File: config.mk
export PLATFORM = sky130hd
export DESIGN_NAME = reg_snapshot_tx_flat
export DESIGN_NICKNAME = d
export VERILOG_FILES = /design/src/rtl/reg_snap_pkg.sv /design/src/rtl/reg_snapshot_tx_if.sv /design/src/rtl/reg_snapshot_tx_snap_word_mux.sv /design/src/rtl/reg_snapshot_tx.sv /design/src/flat_wrapper.sv
export SDC_FILE = /design/constraint.sdc
export NUM_CORES = 1
export LEC_CHECK = 0
export BUFFER_PORTS_ARGS = -buffer_cell sky130_fd_sc_hd__buf_2
export CORE_AREA = 10 10 284 286
export CTS_CLUSTER_DIAMETER = 100
export DETAILED_ROUTE_END_ITERATION = 10
export DIE_AREA = 0 0 294 296
export GPL_TIMING_DRIVEN = 0
export PLACE_DENSITY_LB_ADDON = 0.1
export SLEW_MARGIN = 15
export SYNTH_ARGS = -nofsm -noshare
export SYNTH_HDL_FRONTEND = slang
export SYNTH_SLANG_ARGS = --single-unit
File: constraint.sdc
create_clock -name clk -period 79.8 [get_ports clk]
set_clock_uncertainty 0.1 [all_clocks]
set_input_delay 15.96 -clock clk [delete_from_list [all_inputs] [get_ports clk]]
set_output_delay 15.96 -clock clk [all_outputs]
set_load 0.005 [all_outputs]
File: src/rtl/reg_snap_pkg.sv
// Shared encodings and frame layout for the register snapshot transmitter.
// REG_SNAP_CKSUM_EN appends an XOR checksum word, so the frame grows by one.
package reg_snap_pkg;

  typedef enum logic {
    ST_IDLE = 1'b0,
    ST_SEND = 1'b1
  } state_t;

  localparam int IDX_PC    = 0;
  localparam int IDX_S0    = 1;
  localparam int IDX_T0    = 9;
  localparam int IDX_CKSUM = 19;

  function automatic int frame_len(input int num_s, input int num_t);
`ifdef REG_SNAP_CKSUM_EN
    return 2 + num_s + num_t;
`else
    return 1 + num_s + num_t;
`endif
  endfunction

  localparam int FRAME_LEN = frame_len(8, 10);

endpackage

File: src/rtl/reg_snapshot_tx_if.sv
// Valid/ready word stream from the snapshot transmitter to its consumer.
// Producer holds data/index/last stable while valid && !ready.
interface reg_snapshot_tx_if #(
  parameter int DATA_W = 32
);
  logic              tx_valid;
  logic              tx_ready;
  logic [DATA_W-1:0] tx_data;
  logic [4:0]        tx_index;
  logic              tx_last;

  modport master (output tx_valid, tx_data, tx_index, tx_last, input tx_ready);
  modport slave  (input tx_valid, tx_data, tx_index, tx_last, output tx_ready);
endinterface

File: src/rtl/reg_snapshot_tx_snap_word_mux.sv
// Combinational pick of the shadow word at a frame index; zero for unused indices.
// REG_SNAP_CKSUM_EN adds the XOR-of-all-words entry after the last $t word.
module snap_word_mux
  import reg_snap_pkg::*;
#(
  parameter int DATA_W = 32,
  parameter int NUM_S  = 8,
  parameter int NUM_T  = 10
) (
  input  logic [4:0]              idx,
  input  logic [DATA_W-1:0]       pc,
  input  logic [NUM_S*DATA_W-1:0] s_regs,
  input  logic [NUM_T*DATA_W-1:0] t_regs,
  output logic [DATA_W-1:0]       word
);

  localparam int T0 = IDX_S0 + NUM_S;

`ifdef REG_SNAP_CKSUM_EN
  localparam int CK = T0 + NUM_T;
  logic [DATA_W-1:0] cksum;

  always_comb begin
    cksum = pc;
    for (int i = 0; i < NUM_S; i++) cksum = cksum ^ s_regs[i*DATA_W +: DATA_W];
    for (int i = 0; i < NUM_T; i++) cksum = cksum ^ t_regs[i*DATA_W +: DATA_W];
  end
`endif

  always_comb begin
    word = '0;
    if (idx == 5'(IDX_PC)) word = pc;
    for (int i = 0; i < NUM_S; i++)
      if (idx == 5'(IDX_S0 + i)) word = s_regs[i*DATA_W +: DATA_W];
    for (int i = 0; i < NUM_T; i++)
      if (idx == 5'(T0 + i)) word = t_regs[i*DATA_W +: DATA_W];
`ifdef REG_SNAP_CKSUM_EN
    if (idx == 5'(CK)) word = cksum;
`endif
  end

endmodule

File: src/rtl/reg_snapshot_tx.sv
// Captures PC/$s/$t on snap_trigger and streams them one word per handshake (optional REG_SNAP_CKSUM_EN checksum word).
// First word valid one cycle after the trigger edge; outputs hold under !tx_ready, valid never depends on ready.
module reg_snapshot_tx
  import reg_snap_pkg::*;
#(
  parameter int DATA_W = 32,
  parameter int NUM_S  = 8,
  parameter int NUM_T  = 10
) (
  input  logic                    clk,
  input  logic                    reset,
  input  logic                    snap_trigger,
  input  logic [DATA_W-1:0]       pc_in,
  input  logic [NUM_S*DATA_W-1:0] s_regs_in,
  input  logic [NUM_T*DATA_W-1:0] t_regs_in,
  reg_snapshot_tx_if.master       tx,
  output logic                    busy,
  output logic                    overrun
);

  localparam int         N        = frame_len(NUM_S, NUM_T);
  localparam logic [4:0] LAST_IDX = 5'(N - 1);

  state_t                  state, state_nxt;
  logic [4:0]              idx, idx_nxt;
  logic                    capture;
  logic [DATA_W-1:0]       pc_sh;
  logic [NUM_S*DATA_W-1:0] s_sh;
  logic [NUM_T*DATA_W-1:0] t_sh;
  logic [DATA_W-1:0]       word;

  assign capture = (state == ST_IDLE) && snap_trigger;

  always_ff @(posedge clk) begin
    if (reset) begin
      state   <= ST_IDLE;
      idx     <= '0;
      overrun <= 1'b0;
    end else begin
      state <= state_nxt;
      idx   <= idx_nxt;
      if (snap_trigger && state != ST_IDLE) overrun <= 1'b1;
    end
  end

  // Shadow contents are don't-care out of reset, so no reset branch here.
  always_ff @(posedge clk) begin
    if (capture) begin
      pc_sh <= pc_in;
      s_sh  <= s_regs_in;
      t_sh  <= t_regs_in;
    end
  end

  always_comb begin
    state_nxt = state;
    idx_nxt   = idx;
    case (state)
      ST_IDLE: begin
        if (snap_trigger) begin
          state_nxt = ST_SEND;
          idx_nxt   = '0;
        end
      end
      ST_SEND: begin
        if (tx.tx_ready) begin
          if (idx == LAST_IDX) begin
            state_nxt = ST_IDLE;
            idx_nxt   = '0;
          end else begin
            idx_nxt = idx + 5'd1;
          end
        end
      end
    endcase
  end

  snap_word_mux #(
    .DATA_W(DATA_W),
    .NUM_S (NUM_S),
    .NUM_T (NUM_T)
  ) u_mux (
    .idx   (idx),
    .pc    (pc_sh),
    .s_regs(s_sh),
    .t_regs(t_sh),
    .word  (word)
  );

  // Gate data with valid so stale/unknown shadows never reach the bus when idle.
  assign tx.tx_valid = (state == ST_SEND);
  assign tx.tx_index = idx;
  assign tx.tx_last  = (state == ST_SEND) && (idx == LAST_IDX);
  assign tx.tx_data  = (state == ST_SEND) ? word : '0;
  assign busy        = (state != ST_IDLE);

endmodule

File: src/flat_wrapper.sv
// flat-port wrapper written by rule: the top's interface ports become plain ports
module reg_snapshot_tx_flat import reg_snap_pkg::*;
#(
  parameter int DATA_W = 32,
  parameter int NUM_S  = 8,
  parameter int NUM_T  = 10
)
  (clk, reset, snap_trigger, pc_in, s_regs_in, t_regs_in, busy, overrun, tx_tx_valid, tx_tx_data, tx_tx_index, tx_tx_last, tx_tx_ready);
  reg_snapshot_tx_if #(.DATA_W(DATA_W)) tx_i ();
  input  logic clk;
  input  logic reset;
  input  logic snap_trigger;
  input  logic [DATA_W-1:0] pc_in;
  input  logic [NUM_S*DATA_W-1:0] s_regs_in;
  input  logic [NUM_T*DATA_W-1:0] t_regs_in;
  output logic busy;
  output logic overrun;
  output wire logic [$bits(tx_i.tx_valid)-1:0] tx_tx_valid;
  output wire logic [$bits(tx_i.tx_data)-1:0] tx_tx_data;
  output wire logic [$bits(tx_i.tx_index)-1:0] tx_tx_index;
  output wire logic [$bits(tx_i.tx_last)-1:0] tx_tx_last;
  input wire logic [$bits(tx_i.tx_ready)-1:0] tx_tx_ready;
  assign tx_tx_valid = tx_i.tx_valid;
  assign tx_tx_data = tx_i.tx_data;
  assign tx_tx_index = tx_i.tx_index;
  assign tx_tx_last = tx_i.tx_last;
  assign tx_i.tx_ready = tx_tx_ready;
  reg_snapshot_tx #(.DATA_W(DATA_W), .NUM_S(NUM_S), .NUM_T(NUM_T)) u_core (.clk(clk), .reset(reset), .snap_trigger(snap_trigger), .pc_in(pc_in), .s_regs_in(s_regs_in), .t_regs_in(t_regs_in), .tx(tx_i), .busy(busy), .overrun(overrun));
endmodule
==> metrics.md, run 1 <==
| Metric | Value |
|---|---|
| Outcome | finished with violations |
| Failing checks | capacitance limit |
| Wire length per cell | 34.3 um |
| Core Footprint | ~75000 um^2 |
| Clk root buf | clkbuf_16 |
| Post-cts repair resize count | 0 |
| Starting Density | 34.6% |
| GRT overflow | 0 |
| H-tree levels | 3 |
| Crit path to | tx_tx_data[31] |
| Slowest stage cell, crit path | a21oi_1 |
| Relative slew slack | 1.56% |
| Clock share of power | 43.7% |
| Max VDD drop | 0.0150 mV |
| Syn Area/Cell | between 10 and 15 um^2 |
| Setup violators final | 0 |
| Reg power frac | 48.8% |
| Total negative slack | 0 ns |
| EDFF count, synth | 608 |
| Global-route wire length before repair | 168 mm |
| Area Overhead vs Synth | 29.1% |
| Startpoint Class | flip-flop |
| Setup bufs post-CTS | 0 |
| WS Path Type | flip-flop to primary output |
| Lkg Pwr | about 13 nW |
| Final net count | between 3000 and 4000 |
| FF-to-FF End | u_core.busy$_SDFF_PP0_ |
| DRC Markers | 0 |
| Dpl ws | 58.70 ns |
| Synth area leader | edfxtp_1 |
| Stages on worst setup path | 13 |
| FMAX | 46.1 MHz |
| R2r worst-path depth | 9 |
| Hold Vio Cnt, Final | 0 |
| Vias in the first global route | 21300 |
| Final period utilization | 27.2% |
| Num Clock Sinks | between 600 and 700 |
| #FFs+latches synth | 615 |
| RSZ-0062 raised after global routing | false |
| Max Slew Vio Count | 0 |
| Sw frac | 22.9% |
| Top-Level Pins | 653 |
| Drt first pass iters | 7 |
| CTS clk-pin slew, worst paths | 0.06 ns |
| Cells after synthesis | between 1500 and 2000 |
| Minimum setup slack among reg-to-reg paths | 76.70 ns |
| CTS max path bufs | 3 |
| Top delay family on crit path | buffers and inverters |
| Worst Path Max Fanout | 10 |
| Post-route minimum period | 21.69 ns |
| Synth cell types | around 90 |
| Share of cells above drive strength 1 | 34.5% |
| Count leader, synth | edfxtp_1 |
| Setup ws final | a little under 60 ns |
| Dominant cells by area after synthesis | edfxtp_1 70%, a21oi_1 3.2%, o21ai_0 1.9%, nand2_1 1.6%, o211ai_1 1.6% |
| Worst-Margin Slew | 1.44 ns |
| Total Routing Usage GR | 27.9% |
| Die W | 294 um |
| Die Y | 296 um |
| Design Power | 0.784 mW |
| Fillers | 7017 |
| Port Buf Inserts | 652 |
| Worst path buffer plus inverter count | 6 |
| Final Wtd Congestion | 0.896 |
| CTS tree | yes |
| Worst-path cell chain | ha_1 -> buf_4 -> clkinv_1 -> buf_2 -> nor3_1 -> ha_1 -> clkbuf_1 -> clkbuf_1 -> a21oi_1 -> nand3_1 -> nor4_1 -> nor3_1 -> buf_2 |
| Initial antenna violation count | 72 |
| Synth warnings | 0 |
| Cell Area, Synth | 26000 um^2 |
| Final HPWL DP | 98.4 mm |
| Most used DFF post-synth | edfxtp_1 |
| Crit path from | u_core.tx.tx_index[0]$_SDFFE_PP0P_ |
| RR Startpoint | u_core.tx.tx_index[0]$_SDFFE_PP0P_ |
| Vias | 20700 |
| Arr. time, crit path | 5.63 ns |
| Combinational fraction of design power | 7.5% |
| CP required | 63.74 ns |
| Seq/Total Area, Yosys | 70.8% |
| Pin count of the biggest net entering global routing | 32 |
| Routed WL | 126 mm |
| Via/cell ratio | between 5 and 6 |
| Later-pin clock latency in the skew report | 0.61 ns |
| Most frequent cells after synthesis | 608 x edfxtp_1, 167 x a21oi_1, 112 x nand2_1, 100 x o21ai_0, 90 x nor2_1 |
| Util after Layout | 44.6% |
| Crit end category | primary output |
| CTS buffer count | 73 |
| Async S/R FF share, synth | 0% |
| Detailed Route Iter0 Violations | 2070 |
| Maxcap violations | 1 |
| CP max stage delay | 0.82 ns |
| Hold-fix buffers at CTS | 0 |
| Die ar. | 87000 um^2 |
| Net load switching power | 0.179 mW |
| Min-delay worst type | flip-flop to flip-flop |
| Pwr dens | 23.4 nW/um^2 |
| Post-Syn Nets | 2468 |
| Top cell type's share of synthesized area | between 70% and 80% |
| Internal Pwr Total | 0.605 mW |
| Routed Antenna Nets | 0 |
| Row Count | around 100 |
[layout make-up]
class | count | area, um^2 | area share (%)
flip-flops and latches | 615 | 18400 | 54.8
multi-input cells | 1055 | 6690 | 19.9
repair buffers | 677 | 3830 | 11.4
clock buffers | 96 | 2030 | 6.05
well taps | 978 | 1220 | 3.65
plain buffers | 150 | 801 | 2.39
clock inverters | 37 | 395 | 1.18
inverters | 31 | 116 | 0.347
diodes | 28 | 70.1 | 0.209
[worst min path at each step]
stage	startpoint	to	slack (ns)	depth (start not counted)
finish	u_core.overrun$_SDFFE_PP0P_	u_core.overrun$_SDFFE_PP0P_	0.45	2
global placement	u_core.overrun$_SDFFE_PP0P_	u_core.overrun$_SDFFE_PP0P_	0.45	2
floorplan	u_core.overrun$_SDFFE_PP0P_	u_core.overrun$_SDFFE_PP0P_	0.36	2
CTS	u_core.overrun$_SDFFE_PP0P_	u_core.overrun$_SDFFE_PP0P_	0.48	2
detailed placement	u_core.overrun$_SDFFE_PP0P_	u_core.overrun$_SDFFE_PP0P_	0.46	2
global route	u_core.overrun$_SDFFE_PP0P_	u_core.overrun$_SDFFE_PP0P_	0.49	2
[cell usage in the layout (no fill, tap or decap), drive strengths merged, types with 8 or more instances in the layout]
cell type / count
a21oi: 167
o32ai: 8
o211ai: 54
clkbuf: 147
a32o: 12
edfxtp: 608
a21boi: 12
a221oi: 43
buf: 776
nand3: 20
nand2b: 8
diode: 28
a31oi: 14
nor3b: 9
a2bb2oi: 10
o22ai: 40
o221a: 12
o22a: 23
bufinv: 8
and2: 8
nand2: 114
nor2: 96
a22oi: 16
and3: 9
o21ai: 126
o21a: 18
clkinv: 22
o221ai: 14
inv: 34
nor3: 27
nor2b: 15
nand3b: 19
a21o: 25
a211oi: 19
[per-layer routing]
layer / track usage (%) / wire length, um / vias to the layer above
met1: 33.9 / 48400 / 10300
met5: 0 / 311 / -
met3: 7.95 / 11400 / 265
met4: 9.33 / 4030 / 52
met2: 47.1 / 61600 / 1158
li1: - / - / 8942
[state kept, by name (all words and copies together), names as in the netlist]
name	flops
u_core.t_sh	320
u_core.busy	1
u_core.pc_sh	32
u_core.overrun	1
u_core.s_sh	256
u_core.tx.tx_index	5
[cells by family (layout without fill, tap and decap cells)]
family | after synthesis | count (layout) | share of synthesized area, %
AOI/OAI and AO/OA | 681 | 681 | 17.9
DFF | 615 | 615 | 70.8
and+or+nand+nor | 368 | 368 | 7.50
buffers and inverters | 181 | 991 | 3.53
adders and majority gates | 5 | 5 | 0.241
xor gates and xnor gates | 1 | 1 | 0.0337
other | 0 | 28 | 0
[worst reg2reg max path, cell delays in order (launching register included)]
cell and delay [ns]:
dfxtp_1 0.52, inv_1 0.12, ha_1 0.26, buf_2 0.23, buf_2 0.32, nand2_2 0.22, buf_2 0.37, clkbuf_1 0.60
o22ai_1 0.18, nor2_1 0.12
[metrics by stage]
step / instances / hold WS, ns / cell area (um^2)
detailed placement: 3506 / 0.464 / 31100
global placement: 3481 / 0.446 / 30500
CTS: 3639 / 0.477 / 33500
finish: 3667 / 0.454 / 33600
floorplan: 1851 / 0.360 / 26000
global route: 3658 / 0.491 / 33500
[power groups by stage]
stage	Combinational (mW)	Sequential [mW]	Clock, mW
floorplan	0.0194	0.405	0
global placement	0.0529	0.416	0
detailed placement	0.0579	0.389	0
CTS	0.0584	0.383	0.348
global route	0.0618	0.384	0.361
finish	0.0587	0.383	0.342
Power figures use the tool's default switching activity.
==> inputs of run 2 (changes only) <==
- clock period: 79.8 -> 20.4 ns (I/O delays scaled with it)
==> run 2 against run 1 <==
  * The flow now finishes without violations
  * Sequential power grew to 3.9 times the previous value
  * Hold slack gained 0.0063 ns
  * Wire length grew 0.75%
  * First-iteration DRC count grew 8.3%
  * Via count grew 1.1%
  * Final cell count grew 0.11%
  * Sequential cell count is the same
  * Utilization shrank 0.15 points
  * Die area is the same
  * Sequential share of layout area grew 0.18 points
  * Non-clock buffer count is the same
  * Largest cell class unchanged
  * Highest routed layer unchanged
==> metrics.md, run 2 (synthesis gave the netlist of run 1 again) <==
| Metric | Value |
|---|---|
| Outcome | finished clean |
| RSZ-0062 raised after global routing | false |
| Global-route wire length before repair | 169 mm (+0.20%) |
| Core Footprint | 75200 um^2 (unchanged) |
| GRT overflow | 0 (unchanged) |
| DRC Markers | 0 (unchanged) |
| Final Hold Slack | 0.461 ns (+0.00633 ns) |
| CP required | 16.22 ns (-47.52 ns) |
| Setup ws final | 10.53 ns (-47.58 ns) |
| Fillers | 6975 (-0.60%) |
| Arr. time, crit path | 5.70 ns (+0.07 ns) |
| Hold Vio Cnt, Final | 0 (unchanged) |
| Commonest non-fill, non-tap cells in the layout | 718 x buf_2, 608 x edfxtp_1, 167 x a21oi_1 |
| Max reg flops | 320 (unchanged) |
| Die W | 294 um (unchanged) |
| Setup violators final | 0 (unchanged) |
| Later-pin clock latency in the skew report | 0.62 ns (about the same) |
| Worst Path Max Fanout | 10 (unchanged) |
| Vias in the first global route | 21400 (+0.55%) |
| CTS clk-pin slew, worst paths | 0.06 ns (about the same) |
| Total Routing Usage GR | 28.0% (+0.16 points) |
| Routed WL | 127 mm (+0.75%) |
| Drt first pass iters | 5 (-2) |
| Crit end category | primary output |
| CTS tree | yes |
| Setup bufs post-CTS | 0 (unchanged) |
| WS Path Type | flip-flop to primary output |
| Dpl ws | 11.08 ns (-47.62 ns) |
| Design Power | 3.00 mW (+280%) |
| Via/cell ratio | 5.71 (+0.98%) |
| Final net count | 3219 (-0.031%) |
| Vias | 21000 (+1.1%) |
| Max VDD drop | 0.0573 mV (+280%) |
| Post-cts repair resize count | 0 (unchanged) |
| Starting Density | 34.6% (unchanged) |
| Detailed Route Iter0 Violations | 2242 (+8.3%) |
| Wire length per cell | 34.5 um (+0.64%) |
| Num Clock Sinks | 615 (unchanged) |
| M2 GR Usage | 46.3% (-0.77 points) |
| Maxcap violations | 0 (-1) |
| Worst-Margin Slew | 1.24 ns (-0.199 ns) |
| Global Route met3 Usage | 8.46% (+0.52 points) |
| Final Non-Filler Cells | 3671 (+0.11%) |
| Relative slew slack | 17.0% (+15 points) |
| Final Wtd Congestion | 0.919 (+2.5%) |
| Max Slew Vio Count | 0 (unchanged) |
| Top-Level Pins | 653 (unchanged) |
| Startpoint Class | flip-flop |
| Placed Cells incl. Taps | 3506 (unchanged) |
| Die ar. | 87000 um^2 (unchanged) |
| Row Count | 101 (unchanged) |
| Lkg Pwr | 12.6 nW (-0.48%) |
| Global route hottest layer | met2 |
| Pwr dens | 89.9 nW/um^2 (+280%) |
| Die Y | 296 um (unchanged) |
| Area Overhead vs Synth | 28.6% |
| Total negative slack | 0 ns (unchanged) |
| Final period utilization | 48.4% |
| Post-route minimum period | 9.87 ns |
| Reg with most FFs | u_core.t_sh |
| Clk root buf | clkbuf_16 |
| CTS buffer count | 72 (-1.4%) |
| Hold-fix buffers at CTS | 0 (unchanged) |
| Min-delay worst type | flip-flop to flip-flop |
| Largest regs | u_core.t_sh x320, u_core.s_sh x256, u_core.pc_sh x32 |
| Final HPWL DP | 98.6 mm (+0.21%) |
| Share of cells above drive strength 1 | 34.3% (-0.16 points) |
| FMAX | 101 MHz |
| Pin count of the biggest net entering global routing | 32 (unchanged) |
| Port Buf Inserts | 652 (unchanged) |
| Met1 Track Usage GR | 34.2% (+0.31 points) |
| Routed Antenna Nets | 0 (unchanged) |
| Most common cell after layout, fill and taps aside | buf_2 |
| CTS max path bufs | 3 (unchanged) |
| H-tree levels | 3 (unchanged) |
| Initial antenna violation count | 66 (-8.3%) |
-- run 2: cell types whose count changed in the layout (fill, tap and decap cells not counted) --
cell	previous run	this run
a2111oi_1	0	1
a2111oi_0	2	1
buf_16	9	10
clkbuf_8	3	2
inv_6	4	3
clkinv_4	0	4
bufinv_16	8	5
clkinv_1	13	17
clkbuf_16	77	75
diode_2	28	37
clkbuf_1	66	63
buf_12	16	15
clkinvlp_4	4	2
clkinv_2	9	8
-- run 2: layout make-up --
| cell class | count | area (um^2) | share of cell area, % |
|---|---|---|---|
| inverter | 31 | 116 | 0.348 |
| buffer | 150 | 801 | 2.39 |
| antenna | 37 | 92.6 | 0.277 |
| tap | 978 | 1220 | 3.66 |
| clock buffer | 90 | 1950 | 5.84 |
| clock inverter | 38 | 327 | 0.977 |
| multi-input combinational | 1055 | 6690 | 20.0 |
| timing repair buffer | 677 | 3840 | 11.5 |
| sequential | 615 | 18400 | 55.0 |
-- run 2: path summary, 6_finish.rpt --
path | from | slack [ns] | depth (start not counted) | to
max | u_core.tx.tx_index[0]$_SDFFE_PP0P_ | 10.53 | 13 | tx_tx_data[31]
max reg2reg | u_core.tx.tx_index[0]$_SDFFE_PP0P_ | 17.24 | 9 | u_core.busy$_SDFF_PP0_
min | u_core.overrun$_SDFFE_PP0P_ | 0.46 | 2 | u_core.overrun$_SDFFE_PP0P_
min reg2reg | u_core.overrun$_SDFFE_PP0P_ | 0.46 | 2 | u_core.overrun$_SDFFE_PP0P_
-- run 2: where the power goes --
group          internal, mW  total, mW  switching, mW
logic                0.0896      0.229          0.140
clock network         0.742       1.28          0.536
registers              1.47       1.50         0.0239
total                  2.30       3.00          0.700
-- run 2: layer usage --
layer | wire length [um] | up-vias
met1 | 49100 | 10600
li1 | - | 8956
met5 | 246 | -
met2 | 61300 | 1152
met4 | 4290 | 38
met3 | 11700 | 249
-- run 2: metrics by stage --
step,instance area (um^2),util (%)
5_1_grt,33400,44.4
3_3_place_gp,30500,40.5
6_report,33400,44.5
2_1_floorplan,26000,-
4_1_cts,33300,44.3
3_5_place_dp,31100,41.3
-- run 2: worst max-delay path, stage by stage (launching register included) --
cell and delay (ns):
dfxtp_1 0.40, ha_1 0.34, buf_4 0.25, clkinv_1 0.23
buf_2 0.44, nor3_1 0.09, ha_1 0.20, clkbuf_1 0.25
clkbuf_1 0.34, a21oi_1 0.85, nand3_1 0.42, nor4_1 0.78
nor3_1 0.23, buf_2 0.21
